<file path="src/rtl/nios_mem_pkg.sv">
// Shared encodings for the Nios II instruction memory controller:
// FSM states, fetch fault codes and the nop instruction word.
package nios_mem_pkg;

  typedef enum logic [0:0] {
    ST_LOAD = 1'b0,
    ST_RUN  = 1'b1
  } state_e;

  localparam logic [1:0] FLT_OK       = 2'b00;
  localparam logic [1:0] FLT_MISALIGN = 2'b01;
  localparam logic [1:0] FLT_RANGE    = 2'b10;

  // Nios II "add r0, r0, r0", returned in place of any faulting fetch.
  localparam logic [31:0] NIOS_NOP = 32'h0001883A;

endpackage

</file>
<file path="src/rtl/instr_mem_array.sv">
// Word-organised RAM of four byte lanes. One 32-bit little-endian write port
// (lane 0 holds the lowest byte address) and one registered 32-bit read port.
// The storage has no reset, so loaded code survives a controller reset.
module instr_mem_array #(
  parameter int WORDS = 64,
  parameter int IDX_W = 6
) (
  input  logic             clock,
  input  logic             reset,
  input  logic             wr_en,
  input  logic [IDX_W-1:0] wr_idx,
  input  logic [31:0]      wr_data,
  input  logic             rd_en,
  input  logic [IDX_W-1:0] rd_idx,
  output logic [31:0]      rd_data
);

  logic [3:0][7:0] mem [WORDS];

  // Write port: lane b takes wr_data[8b+7:8b], i.e. byte address 4*idx+b.
  always_ff @(posedge clock) begin
    if (wr_en) begin
      for (int b = 0; b < 4; b++) begin
        mem[wr_idx][b] <= wr_data[8*b +: 8];
      end
    end
  end

  // Read port: register the addressed word only on a read, so it holds otherwise.
  always_ff @(posedge clock or negedge reset) begin
    if (!reset) begin
      rd_data <= '0;
    end else if (rd_en) begin
      rd_data <= mem[rd_idx];
    end
  end

endmodule

</file>
<file path="src/rtl/instr_mem_ctrl.sv">
// Clocked instruction memory for the Nios II fetch stage. After reset it sits
// in LOAD, taking word writes from the loader. On ld_done it moves to RUN and
// serves valid/ready fetches with a fixed READ_LAT-cycle response latency,
// reporting misaligned and out-of-range fetches.
module instr_mem_ctrl
  import nios_mem_pkg::*;
#(
  parameter int          DEPTH_BYTES = 256,
  parameter int          ADDR_W      = 32,
  parameter int          READ_LAT    = 1,
  parameter logic [31:0] NOP_WORD    = NIOS_NOP
) (
  input  logic              clock,
  input  logic              reset,
  input  logic              ld_en,
  input  logic [ADDR_W-1:0] ld_addr,
  input  logic [31:0]       ld_data,
  input  logic              ld_done,
  input  logic              ld_start,
  output logic              ld_err,
  input  logic              fetch_valid,
  output logic              fetch_ready,
  input  logic [ADDR_W-1:0] pc,
  output logic              rsp_valid,
  output logic [31:0]       rsp_inst,
  output logic [1:0]        rsp_fault,
  output logic              busy
);

  localparam int WORDS = DEPTH_BYTES / 4;
  localparam int IDX_W = $clog2(WORDS);
  localparam logic [ADDR_W-1:0] LD_MAX = ADDR_W'(DEPTH_BYTES - 4);
  localparam logic [ADDR_W-1:0] PC_LIM = ADDR_W'(DEPTH_BYTES);

  // Misalignment outranks range; comparisons are full width so nothing wraps.
  function automatic logic [1:0] fetch_fault(input logic [ADDR_W-1:0] a);
    if (a[1:0] != 2'b00) return FLT_MISALIGN;
    if (a >= PC_LIM)     return FLT_RANGE;
    return FLT_OK;
  endfunction

  state_e      state, state_nx;
  logic        pend_start, pend_start_nx;
  logic        accept;
  logic        inflight;
  logic        vld_tail;
  logic        ld_bad;
  logic        wr_ok;
  logic        vld_p0;
  logic [1:0]  flt_p0;
  logic [31:0] rd_data_p0;
  logic [31:0] inst_p0;

  assign accept   = fetch_valid && fetch_ready;
  assign inflight = vld_p0 || vld_tail;

  // A write is legal only in LOAD at an aligned in-range address. ld_en with
  // ld_done still writes but is flagged, and any ld_en in RUN is dropped.
  assign wr_ok  = ld_en && (state == ST_LOAD) && (ld_addr[1:0] == 2'b00)
                  && (ld_addr <= LD_MAX);
  assign ld_bad = ld_en && ((state == ST_RUN) || (ld_addr[1:0] != 2'b00)
                  || (ld_addr > LD_MAX) || ld_done);

  // FSM state and pending re-load request registers.
  always_ff @(posedge clock or negedge reset) begin
    if (!reset) begin
      state      <= ST_LOAD;
      pend_start <= 1'b0;
    end else begin
      state      <= state_nx;
      pend_start <= pend_start_nx;
    end
  end

  // Next state: a re-load waits until nothing is in flight or being accepted.
  always_comb begin
    state_nx      = state;
    pend_start_nx = pend_start;
    unique case (state)
      ST_LOAD: begin
        pend_start_nx = 1'b0;
        if (ld_done && !ld_en) state_nx = ST_RUN;
      end
      ST_RUN: begin
        if ((ld_start || pend_start) && !inflight && !accept) begin
          state_nx      = ST_LOAD;
          pend_start_nx = 1'b0;
        end else if (ld_start) begin
          pend_start_nx = 1'b1;
        end
      end
      default: state_nx = ST_LOAD;
    endcase
  end

  // FSM outputs: fetches are only offered in RUN with no re-load pending.
  always_comb begin
    busy        = (state == ST_LOAD);
    fetch_ready = (state == ST_RUN) && !pend_start;
  end

  // Sticky loader error; a new error in the same cycle as ld_start wins.
  always_ff @(posedge clock or negedge reset) begin
    if (!reset) begin
      ld_err <= 1'b0;
    end else if (ld_bad) begin
      ld_err <= 1'b1;
    end else if (ld_start) begin
      ld_err <= 1'b0;
    end
  end

  instr_mem_array #(
    .WORDS (WORDS),
    .IDX_W (IDX_W)
  ) u_array (
    .clock   (clock),
    .reset   (reset),
    .wr_en   (wr_ok),
    .wr_idx  (ld_addr[IDX_W+1:2]),
    .wr_data (ld_data),
    .rd_en   (accept),
    .rd_idx  (pc[IDX_W+1:2]),
    .rd_data (rd_data_p0)
  );

  // Stage p0: fault code registered alongside the RAM read; holds between fetches.
  always_ff @(posedge clock or negedge reset) begin
    if (!reset) begin
      vld_p0 <= 1'b0;
      flt_p0 <= FLT_OK;
    end else begin
      vld_p0 <= accept;
      if (accept) flt_p0 <= fetch_fault(pc);
    end
  end

  assign inst_p0 = (flt_p0 != FLT_OK) ? NOP_WORD : rd_data_p0;

  generate
    if (READ_LAT == 1) begin : g_lat1
      assign vld_tail  = 1'b0;
      assign rsp_valid = vld_p0;
      assign rsp_inst  = inst_p0;
      assign rsp_fault = flt_p0;
    end else begin : g_latn
      localparam int XS = READ_LAT - 1;
      logic        vld_px  [XS];
      logic [31:0] inst_px [XS];
      logic [1:0]  flt_px  [XS];

      // Stages p1..: valid shifts every cycle, payload moves only with valid.
      always_ff @(posedge clock or negedge reset) begin
        if (!reset) begin
          for (int i = 0; i < XS; i++) begin
            vld_px[i]  <= 1'b0;
            inst_px[i] <= '0;
            flt_px[i]  <= FLT_OK;
          end
        end else begin
          vld_px[0] <= vld_p0;
          if (vld_p0) begin
            inst_px[0] <= inst_p0;
            flt_px[0]  <= flt_p0;
          end
          for (int i = 1; i < XS; i++) begin
            vld_px[i] <= vld_px[i-1];
            if (vld_px[i-1]) begin
              inst_px[i] <= inst_px[i-1];
              flt_px[i]  <= flt_px[i-1];
            end
          end
        end
      end

      // Any response still travelling through the extra stages.
      always_comb begin
        vld_tail = 1'b0;
        for (int i = 0; i < XS; i++) vld_tail = vld_tail | vld_px[i];
      end

      assign rsp_valid = vld_px[XS-1];
      assign rsp_inst  = inst_px[XS-1];
      assign rsp_fault = flt_px[XS-1];
    end
  endgenerate

endmodule
</file>
<file path="config.mk">
export PLATFORM = sky130hd
export DESIGN_NAME = instr_mem_ctrl
export DESIGN_NICKNAME = d
export VERILOG_FILES = /design/src/rtl/nios_mem_pkg.sv /design/src/rtl/instr_mem_array.sv /design/src/rtl/instr_mem_ctrl.sv
export SDC_FILE = /design/constraint.sdc
export NUM_CORES = 2
export LEC_CHECK = 0
export BUFFER_PORTS_ARGS = -buffer_cell sky130_fd_sc_hd__clkbuf_2
export CORE_MARGIN = 8
export CORE_UTILIZATION = 35
export DETAILED_ROUTE_END_ITERATION = 12
export HOLD_SLACK_MARGIN = 0.15
export PLACE_DENSITY = 0.48
export SKIP_CTS_REPAIR_TIMING = 1
export SLEW_MARGIN = 10
export SYNTH_ARGS = -nofsm -noshare
export SYNTH_HDL_FRONTEND = slang
export SYNTH_HIERARCHICAL = 1
export SYNTH_SLANG_ARGS = --single-unit
</file>
<file path="constraint.sdc">
create_clock -name clock -period 4.4 [get_ports clock]
set_clock_uncertainty 0.1 [all_clocks]
set_input_delay 0.22 -clock clock [delete_from_list [all_inputs] [get_ports clock]]
set_output_delay 0.22 -clock clock [all_outputs]
set_load 0.05 [all_outputs]
</file>
* Yosys cells after proc, flatten, opt, wreduce, memory -nomap -nowiden
Memory sizes are Yosys's and may differ from the RTL's. A register that Yosys moved wholly into a read port is not among the register bits.
Cells that the tools add are included.
** Storage, ports and cells
- Flip-flop bits (word level) :: 6
- RAM bits :: 2048
- Input port bits :: 102
- Output and inout port bits :: 38
- Logic and storage cells :: 54
- Memories :: 1
** Cells by class
- Order comparisons :: 3
- Eq/ne operators :: 1
- Mux-type cells :: 20
- Bitwise operators :: 1
- Reduce and logical (&&, ||, !) cells :: 23
** Memories
- u_array.mem :: words 64, width 32, rd ports 1, clocked after memory_dff 1, write ports 1, line instr_mem_array.sv:18 : logic [3:0][7:0] mem [WORDS];
** Operators with widths (number)
- greater-or-equal comparator 32 x 9 -> 1 bit, second input constant :: 1
- > comparator 32 x 8 -> 1 bit, second input constant :: 1
- less-or-equal comparator 32 x 8 -> 1 bit, second input constant :: 1
- two-way mux 32 bit :: 1
- two-way mux 1 bit :: 13
- logical AND 1 bit :: 9
- two-way mux 2 bit :: 4
- nonzero test 2 bit :: 4
- logical NOT 1 bit :: 5
- logical OR 1 bit :: 4
- one-hot mux 1 bit (2 select lines) :: 2
- inequality test 3 x 2 -> 1 bit, second input constant :: 1
- logical NOT 2 bit :: 1
- inverter 1 bit :: 1

* Depth between registers and ports, before layout
- Depth in word-level cells :: 8
- Gate-level depth with buffers :: 10
- Mapped depth without buffers :: 8

* Cells and area by module
Netlist, hierarchy kept.
** By module, submodules not included
- instr_mem_array :: times used 1, cells an instance 3843, area each 79990.5 um^2, sequential area each 62299.8 um^2
- instr_mem_ctrl :: times used 1, cells an instance 83, area each 603.1 um^2, sequential area each 150.1 um^2

* Worst setup path before layout
OpenSTA, ideal clock, no wires.
- Path type :: register to register
- Start :: register state
- End :: memory u_array/mem[48][0] (netlist bit) (enable)
- Library setup time :: 0.461 ns
- Arrival time :: 3.925 ns
- Setup slack :: -0.086 ns
- Stages on the path, launching flop included :: 7
- Period minus slack after synthesis :: 4.486 ns
- Cell sequence :: dfrtp_1 -> nor4_1 -> nand4_1 -> nor3_1 -> nand3_1 -> or3_1 -> nor3_1
** Between the ends
- Longest elaborated chain between the ends :: 6
** RTL lines
- start, declared :: line instr_mem_ctrl.sv:42 : state_e state, state_nx;
- start signal, assigned :: line instr_mem_ctrl.sv:70 : state <= state_nx;
- inverter 1 bit :: line instr_mem_ctrl.sv:59 : assign wr_ok = ld_en && (state == ST_LOAD) && (ld_addr[1:0] == 2'b00)
- logical AND 1 bit (2 in series) :: line instr_mem_ctrl.sv:59
- logical AND 1 bit :: line instr_mem_ctrl.sv:60 : && (ld_addr <= LD_MAX);
- net wr_ok :: line instr_mem_ctrl.sv:48 : logic wr_ok;
- two-way mux 1 bit :: line instr_mem_array.sv:22 : if (wr_en) begin
- two-way mux 1 bit (not written as such) :: line instr_mem_array.sv:24 : mem[wr_idx][b] <= wr_data[8*b +: 8];
- end, declared :: line instr_mem_array.sv:18
The timed path passes the listed nets, and every way through them passes these cells.

==> reports/metrics.yaml <==
synthFlopType: "edfxtp_1"
hold_class: "in -> reg"
relSlewSlack_pct: 13.8
synth.distinct_cells: 42
pwr-share-comb_pct: 7.2
slew_violations: 0
grt_pass1_wl_um: 330000
max_freq_mhz: 278
reg2reg_from: "state"
finalCriticalPeriod_ns: 3.60
slowest_delay_ns: 1.05
clock-sinks: 2086
drtIter0Drc: 4214
io_pins: 140
hold_viol: 0
grt_max_degree: 87
antenna_found_initial: 35
path_buf_inv: 3
cpMaxStageDelayCell: "o32ai_1"
cp.depth: 9
powerDensity_nw_per_um2: 458
p_sw_share_pct: 23.1
htree_levels: 4
cp_data_arrival_time_ns: 4.14
p_total_mw: 43.3
die_w_um: 496
grt_overflow_total: 0
crit_path_end_kind: "flop"
yosys_warnings: 6
synth_edf_count: 2048
worstSetupEndpoint: "u_array/rd_data[23]"
finalWirelength_um: 240000
gp_congestion: 0.792
final_common_cell: "edfxtp_1"
clockBufferDepth: 3
area_delta_synth_final_pct: 17.2
port_buffers: 139
p_switching_mw: 10.0
ff2ff_setup_slack_ns: 0.89
required_ns: 4.94
ff2ff_path_depth: 9
first_pass_iters: 6
seqPwrFrac_pct: 51.3
vias_per_cell: 5.41
period_share_pct: 81.8
async_reset_ff_share_pct: 1.82
core_area_sq_um: 229000
mostFrequentLayoutCells: "edfxtp_1, mux4_2, mux2i_1, clkbuf_16, buf_4"
ir_worst_vdd_mv: 0.385
nets: 4441
path_cells: "dlygate4sd3_1 > buf_8 > nand4bb_2 > buf_4 > o22ai_1 > a21oi_1 > nand2_1 > o32ai_1 > o221ai_1"
outcome: "complete, no violations"
tns_ns: 0
cts.clk_slew.worst_paths_ns: 0.06
synth_fp_nets: 4028
fp.dieH_um: 496
p_int_mw: 33.3
cp_top_family: "compound AO/OA/AOI/OAI gates"
cts_root_buf: "clkbuf_16"
wl_per_cell_um: 31.7
drt.antenna.violating_nets: 0
timing.rr.end: "u_array/mem[48][18]"
ys_seq_elements: 2086
cap_violations: 0
pwr-share-clk_pct: 41.6
worstMarginPinSlew_ns: 1.29
crit_type: "in -> reg"
rsz0062_at_grt: "no"
dp_hpwl_um: 141000
yosysSeqAreaShare_pct: 77.5
cts_tree: "built"
std_cell_rows: 176
setup_viol: 0
grt_use_total_pct: 19.1
netlist_instances: 3926
crit_fanout: 46
synth_area_sq_um: 80600
cp-start-kind: "primary input"
grt_pass1_vias: 40500
postSynthAreaPerCell_sq_um: 20.5
drive_gt1_share_pct: 26.6
initial_core_util_pct: 35.1
drc: 0
p_leak_nw: 30.4
critPathLaunch: "pc[6]"
cts_buffers: 211
clkLatencyLatePin_ns: 0.85
vias: 40800
design.die.area_sq_um: 246000
## logic make-up (layout without fill, tap and decap cells)
kind of cell	after synthesis	count (layout)	share of synthesized area [%]
other	0	9	0
AND/OR/NAND/NOR	513	513	3.18
flip-flops	2086	2086	77.5
AO/OA/AOI/OAI	329	329	2.70
buffers and inverters	228	821	1.44
multiplexers	770	770	15.2
## worst min-delay path by stage
stage           startpoint                end  slack [ns]  cells past startpoint
6_report        ld_data[7]  u_array/mem[9][7]        0.18                      2
5_1_grt        ld_addr[19]             ld_err        0.16                      5
4_1_cts           ld_start             ld_err       -0.56                      2
3_5_place_dp      ld_start             ld_err        0.37                      2
3_3_place_gp      ld_start             ld_err        0.36                      2
2_1_floorplan        reset             ld_err       -0.18                      0
## flip-flops by register name, indices dropped and copies added (netlist names)
| signal | cells |
|---|---|
| ld_err | 1 |
| pend_start | 1 |
| rsp_fault | 2 |
| rsp_valid | 1 |
| state | 1 |
| u_array/mem | 2048 |
| u_array/rd_data | 32 |
## cells in the mapped netlist, drive strengths merged (5+ instances only)
master | n | area share (%)
a211oi | 63 | 0.59
a21oi | 98 | 0.61
and2 | 25 | 0.19
buf | 129 | 0.97
clkbuf | 94 | 0.44
dfrtp | 38 | 1.2
edfxtp | 2048 | 76
inv | 5 | 0.023
mux2 | 96 | 1.3
mux2i | 321 | 4.0
mux4 | 353 | 9.9
nand2 | 42 | 0.20
nand2b | 5 | 0.039
nand3 | 7 | 0.043
nor2 | 228 | 1.1
nor2b | 98 | 0.76
nor4 | 75 | 0.58
o221ai | 33 | 0.36
o22ai | 98 | 0.76
o32ai | 31 | 0.34
or3 | 9 | 0.070
## power groups by stage
stage          clock network [mW]  registers [mW]  logic (mW)
2_1_floorplan                   0            22.4        1.47
3_3_place_gp                    0            22.6        3.03
3_5_place_dp                    0            22.6        3.04
4_1_cts                      18.4            22.2        3.05
5_1_grt                      19.1            22.2        3.24
6_report                     18.0            22.2        3.10
## layer usage
metal | part of all wire [%] | wire length (um) | up-vias | global-route usage, %
met3 | 6.4 | 15300 | 302 | 3.85
met5 | 0.036 | 87 | - | 0
met1 | 44 | 106000 | 22100 | 27.2
met2 | 46 | 111000 | 1310 | 29.8
li1 | - | - | 17100 | -
met4 | 3.1 | 7330 | 14 | 6.02
## stage by stage
step / hold slack, ns / instance area, sq um / cells / setup slack, ns / util [%]
6_report: 0.180 / 94500 / 7554 / 0.801 / 41.2
5_1_grt: 0.158 / 94500 / 7548 / 0.628 / 41.2
4_1_cts: -0.564 / 93900 / 7490 / 1.05 / 40.9
3_5_place_dp: 0.366 / 87000 / 7097 / 0.341 / 37.9
3_3_place_gp: 0.358 / 87000 / 7096 / 0.264 / 37.9
2_1_floorplan: -0.176 / 80600 / 3926 / 0.105 / -
## cell type report
class | instances | area [sq um]
Timing Repair Buffer | 423 | 3740
Clock inverter | 111 | 1160
Inverter | 5 | 18.8
Multi-Input combinational cell | 1612 | 17500
Fill cell | 20300 | 135000
Antenna cell | 9 | 22.5
Sequential cell | 2086 | 62400
Tap cell | 3026 | 3790
Clock buffer | 282 | 5780
No activity file was read; power rests on OpenSTA's default activity.
